<file path="src/rtl/mem_wait_bridge_if.sv">
// Memory-side request/acknowledge bus of the wait-state bridge.
// The bridge drives it through the master modport; the memory uses the slave modport.
interface mem_wait_bridge_if #(
   parameter int AW = 32,
   parameter int DW = 32
);
   logic          mem_req;
   logic          mem_we;
   logic [AW-1:0] mem_adr;
   logic [DW-1:0] mem_wdata;
   logic [DW-1:0] mem_rdata;
   logic          mem_ack;

   modport master (
      output mem_req, mem_we, mem_adr, mem_wdata,
      input  mem_rdata, mem_ack
   );

   modport slave (
      input  mem_req, mem_we, mem_adr, mem_wdata,
      output mem_rdata, mem_ack
   );
endinterface

</file>
<file path="src/rtl/mem_wait_bridge.sv">
// Wait-state bridge: registers each controller memory access onto a req/ack bus and stalls
// the controller until the access completes or the watchdog gives up on it.
//
//   state  | meaning
//   S_IDLE | no access outstanding; a MemAccess request is latched and issued
//   S_WAIT | mem_req held high, waiting for mem_ack or watchdog expiry
//   S_DONE | access finished; Stall released for one cycle so the controller advances
module mem_wait_bridge #(
   parameter int AW      = 32,
   parameter int DW      = 32,
   parameter int TIMEOUT = 255
) (
   input  logic                    clk,
   input  logic                    reset,
   input  logic                    MemAccess,
   input  logic                    MemWrite,
   input  logic [AW-1:0]           Adr,
   input  logic [DW-1:0]           WriteData,
   output logic [DW-1:0]           ReadData,
   output logic                    Stall,
   output logic                    BusErr,
   mem_wait_bridge_if.master       mem
);

   localparam int             CW       = $clog2(TIMEOUT + 1);
   localparam logic [CW-1:0]  CNT_LAST = CW'(TIMEOUT - 1);

   typedef enum logic [1:0] {
      S_IDLE,
      S_WAIT,
      S_DONE
   } state_t;

   state_t        state;
   logic [CW-1:0] cnt;

   // Gating with reset keeps Stall low while the block is held in reset.
   assign Stall = reset & MemAccess & (state != S_DONE);

   always_ff @(posedge clk or negedge reset) begin
      if (!reset) begin
         state         <= S_IDLE;
         cnt           <= '0;
         mem.mem_req   <= 1'b0;
         mem.mem_we    <= 1'b0;
         mem.mem_adr   <= '0;
         mem.mem_wdata <= '0;
         ReadData      <= '0;
         BusErr        <= 1'b0;
      end else begin
         case (state)
            S_IDLE: begin
               if (MemAccess) begin
                  mem.mem_req   <= 1'b1;
                  mem.mem_we    <= MemWrite;
                  mem.mem_adr   <= Adr;
                  mem.mem_wdata <= WriteData;
                  cnt           <= '0;
                  state         <= S_WAIT;
               end
            end
            S_WAIT: begin
               // An ack in the final watchdog cycle still wins over the timeout.
               if (mem.mem_ack) begin
                  if (!mem.mem_we) ReadData <= mem.mem_rdata;
                  mem.mem_req <= 1'b0;
                  mem.mem_we  <= 1'b0;
                  state       <= S_DONE;
               end else if (cnt == CNT_LAST) begin
                  mem.mem_req <= 1'b0;
                  mem.mem_we  <= 1'b0;
                  ReadData    <= '0;
                  BusErr      <= 1'b1;
                  state       <= S_DONE;
               end else begin
                  cnt <= cnt + CW'(1);
               end
            end
            S_DONE: begin
               state <= S_IDLE;
            end
            default: begin
               state <= S_IDLE;
            end
         endcase
      end
   end

endmodule

</file>
<file path="src/flat_wrapper.sv">
// flat-port wrapper written by rule: the top's interface ports become plain ports
module mem_wait_bridge_flat 
#(
   parameter int AW      = 32,
   parameter int DW      = 32,
   parameter int TIMEOUT = 255
)
  (clk, reset, MemAccess, MemWrite, Adr, WriteData, ReadData, Stall, BusErr, mem_mem_req, mem_mem_we, mem_mem_adr, mem_mem_wdata, mem_mem_rdata, mem_mem_ack);
  mem_wait_bridge_if #(.AW(AW), .DW(DW)) mem_i ();
  input  logic clk;
  input  logic reset;
  input  logic MemAccess;
  input  logic MemWrite;
  input  logic [AW-1:0] Adr;
  input  logic [DW-1:0] WriteData;
  output logic [DW-1:0] ReadData;
  output logic Stall;
  output logic BusErr;
  output wire logic [$bits(mem_i.mem_req)-1:0] mem_mem_req;
  output wire logic [$bits(mem_i.mem_we)-1:0] mem_mem_we;
  output wire logic [$bits(mem_i.mem_adr)-1:0] mem_mem_adr;
  output wire logic [$bits(mem_i.mem_wdata)-1:0] mem_mem_wdata;
  input wire logic [$bits(mem_i.mem_rdata)-1:0] mem_mem_rdata;
  input wire logic [$bits(mem_i.mem_ack)-1:0] mem_mem_ack;
  assign mem_mem_req = mem_i.mem_req;
  assign mem_mem_we = mem_i.mem_we;
  assign mem_mem_adr = mem_i.mem_adr;
  assign mem_mem_wdata = mem_i.mem_wdata;
  assign mem_i.mem_rdata = mem_mem_rdata;
  assign mem_i.mem_ack = mem_mem_ack;
  mem_wait_bridge #(.AW(AW), .DW(DW), .TIMEOUT(TIMEOUT)) u_core (.clk(clk), .reset(reset), .MemAccess(MemAccess), .MemWrite(MemWrite), .Adr(Adr), .WriteData(WriteData), .ReadData(ReadData), .Stall(Stall), .BusErr(BusErr), .mem(mem_i));
endmodule
</file>
<file path="config.mk">
export PLATFORM = sky130hd
export DESIGN_NAME = mem_wait_bridge_flat
export DESIGN_NICKNAME = d
export VERILOG_FILES = /design/src/rtl/mem_wait_bridge_if.sv /design/src/rtl/mem_wait_bridge.sv /design/src/flat_wrapper.sv
export SDC_FILE = /design/constraint.sdc
export NUM_CORES = 1
export LEC_CHECK = 0
export ABC_AREA = 1
export CAP_MARGIN = 40
export CORE_UTILIZATION = 42
export DETAILED_ROUTE_END_ITERATION = 8
export PLACE_DENSITY_LB_ADDON = 0.3
export SLEW_MARGIN = 40
export SYNTH_ARGS = -nofsm -noshare
export SYNTH_HDL_FRONTEND = slang
export SYNTH_SLANG_ARGS = --single-unit
</file>
<file path="constraint.sdc">
create_clock -name clk -period 1.7 [get_ports clk]
set_input_delay 0.255 -clock clk [delete_from_list [all_inputs] [get_ports clk]]
set_output_delay 0.255 -clock clk [all_outputs]
set_load 0.02 [all_outputs]
</file>
==> flow_summary.ini, run 1 <==
[finish]
fin_area_mm2 = 0.006858
area_delta_synth_final_pct = 52.72
nets = 800
drive_above_1_share_pct = 6.838
final_core_util_pct = 66.43
diodes = 0
num-fill-cells = 840

[synth]
yosys_warnings = 0
yosys.area_share.simple_pct = 32.71
synth.area.mux_share_pct = 0
synth.avg_cell_area_um2 = 8.945
synth_compound_area_share_pct = 1.198
ys_seq_elements = 109
synth_top_family_by_area = simple AND/OR/NAND/NOR gates
syn_inst = 502
synth_cell_types = 24
synthAdderAreaFrac_pct = 0.5573
syn_nets = 605
syn-cell-area_mm2 = 0.004491
synth-xor-area-share_pct = 0.3901
yosysSeqAreaShare_pct = 60.74

[place]
hpwl_mm = 8.474
place_ws_ns = -0.1562
gp_congestion = 0.8044
numPortBuffers = 200
placed_area_mm2 = 0.006661

[hold_path]
hp-start = WriteData[20]
hold_depth = 3
whs_endpoint = u_core.mem.mem_wdata[20]
hp-class = in -> reg

[clock_network]
clk_root_buffer_cell = clkbuf_8
cts_buffers = 9
clock_sinks = 109
post_cts_buffers = 0
path_clk_slew_ns = 0.09
cts.htree.levels = 3
clock_latency_ns = 0.37
cts_tree = yes
clockBufferDepth = 2

[sta]
setup_viol = 0
hold_viol_final = 0
rsz0062_at_grt = no
maxSlewHeadroom_pct = 60.75
setup_slack_ns = 0.05901
tightest_slew_ns = 0.5888
drv_slew = 0
final.setup.tns_ns = 0
fmax_ghz = 0.6094
whs_ns = 0.4127
finClkSkew_ns = 0.01247
timing.final.crit_period_ns = 1.641
fin_crit_sh_pct = 96.53

[die]
fp.dieW_um = 105.4
ioPinCount = 201
die_area_mm2 = 0.01111
start_util_pct = 43.50
core.rowCount = 37
die_h_um = 105.4
core_area_mm2 = 0.01032

[critical_path]
slowest_delay_ns = 0.66
cp_max_fo = 2
timing.rr.start = u_core.cnt[0]
crit_type = reg -> out
path_delay_family = buffers and inverters
cp.arrival_ns = 1.39
path_cells = clkdlybuf4s50_1
end_kind = primary output
reg2regPathDepth = 9
r2r-end = u_core.ReadData[26]
r2r_setup_slack_ns = 0.15
crit_cells = 1
critPathSlowestCell = clkdlybuf4s50_1
path_buf_inv = 1
critPathLaunchType = flip-flop
cp.required_ns = 1.44

[grt]
grt_start_max_net_pins = 110
gr-total-overflow = 0
grt_pass1_wl_mm = 19.80
gr-usage-all-layers_pct = 22.66
grt_antenna_before_repair = 0
grt_pass1_vias = 4129

[power]
p_leak_nw = 3.316
cellPowerDensity_mw_per_mm2 = 1605
irDropWorstVdd_mv = 0.8068

[routing]
drtAntennaViolNets = 0
viasPerCell = 4.831
wl_per_cell_um = 14.46
drtIter0Drc = 295
routed_wirelength_mm = 12.12
dr.pass1.iters = 5
vias = 4048
drc = 0

[run_status]
status = complete, no violations

[flow_run]
maxCapViolations = 0
-- synth_stat cells, drive strengths merged --
cell / n / share of area, %
inv: 11 / 0.92
buf: 24 / 3.2
ha: 2 / 0.56
nor2: 9 / 1.0
a21oi: 1 / 0.11
o21bai: 1 / 0.17
xor2: 2 / 0.39
nand3b: 2 / 0.33
dfrtp: 109 / 61
nand3: 71 / 9.4
clkbuf: 3 / 0.25
o21ai: 7 / 0.78
nand2: 259 / 22
o22ai: 1 / 0.14
-- layout make-up --
cell class | count | area [um^2] | area share, %
Clock buffer | 11 | 141.4 | 2.062
Multi-Input combinational cell | 355 | 1573 | 22.93
Sequential cell | 109 | 2728 | 39.77
Clock inverter | 5 | 50.05 | 0.7298
Tap cell | 136 | 170.2 | 2.481
Inverter | 11 | 41.29 | 0.6021
Timing Repair Buffer | 211 | 2155 | 31.42
-- worst max path at each step --
stage	from	endpoint	slack [ns]
2_1_floorplan	u_core.cnt[0]	u_core.ReadData[10]	0.38
3_3_place_gp	MemAccess	Stall	-0.13
3_5_place_dp	MemAccess	Stall	-0.16
4_1_cts	u_core.state[0]	Stall	0.02
5_1_grt	u_core.mem.mem_adr[16]	mem_mem_adr[16]	0.005
6_report	u_core.mem.mem_adr[5]	mem_mem_adr[5]	0.06
-- metrics by stage --
| stage | power, mW | std cells |
|---|---|---|
| floorplan | 6.688 | 502 |
| global placement | 9.364 | 821 |
| detailed placement | 9.523 | 821 |
| CTS | 11.12 | 838 |
| global route | 11.67 | 838 |
| finish | 11.01 | 838 |
-- state kept, by name, indices dropped and copies added, names as in the netlist --
signal and cells:
u_core.ReadData 32, u_core.cnt 8, u_core.mem.mem_req 1, u_core.BusErr 1, u_core.state 2, u_core.mem.mem_adr 32
u_core.mem.mem_wdata 32, u_core.mem.mem_we 1
-- power by group --
| part | total (mW) | switching [mW] | internal (mW) |
|---|---|---|---|
| sequential | 4.21 | 0.592 | 3.62 |
| combinational | 5.23 | 2.80 | 2.44 |
| clock | 1.56 | 0.850 | 0.713 |
| total | 11.0 | 4.24 | 6.77 |
-- worst reg2reg max path: cells and delay by family (launching register included) --
family	cells	cell delay, ns
simple gates	6	0.66
fa+ha+maj	1	0.15
flops	1	0.43
buf+inv	2	0.27
-- layout by cell type (no fill, tap or decap) --
master and instances:
inv_1 9, clkbuf_1 1, clkdlybuf4s50_1 198, nor2_4 2
dfrtp_1 109, buf_12 6, o22ai_1 1, inv_2 2
nand3_4 1, nand2_4 1, bufinv_16 1, nand2_2 2
o21bai_1 1, nand2_1 256, dlygate4sd3_1 1, clkbuf_2 1
nand3_2 11, clkinv_2 4, nand3_1 59, nor2_1 5
a21oi_1 1, buf_4 5, nor2_2 2, o21ai_0 7
clkbuf_8 10, nand3b_1 2, xor2_1 2, ha_1 2
-- layer usage --
layer	share of wire, %	routed length [um]	track usage [%]
met3	11	1304	8.411
met5	0	0	0
met1	41	4927	27.67
met2	46	5598	36.18
met4	2.4	289	9.356
-- logic make-up (layout without fill, tap and decap cells) --
logic type | Yosys count | after routing
fa+ha+maj | 2 | 2
buf+inv | 38 | 238
flops | 109 | 109
compound gates | 10 | 10
xor+xnor | 2 | 2
simple gates | 341 | 341
-- timing repair --
item                                    4_1_cts  5_1_grt
endpoints found under the setup margin        1        1
endpoints found under the hold margin        29        0
resized for setup                             1        2
cloned                                        0        0
pin swaps                                     0        0
hold buffers                                  1        0
(Power assumes the default switching activity.)
==> inputs of run 2 (changes only) <==
Settings changed: ABC_CLOCK_PERIOD_IN_PS from default to 1700.
==> results of run 2 <==
Final layout, timing and power as in run 1 (identical DEF).
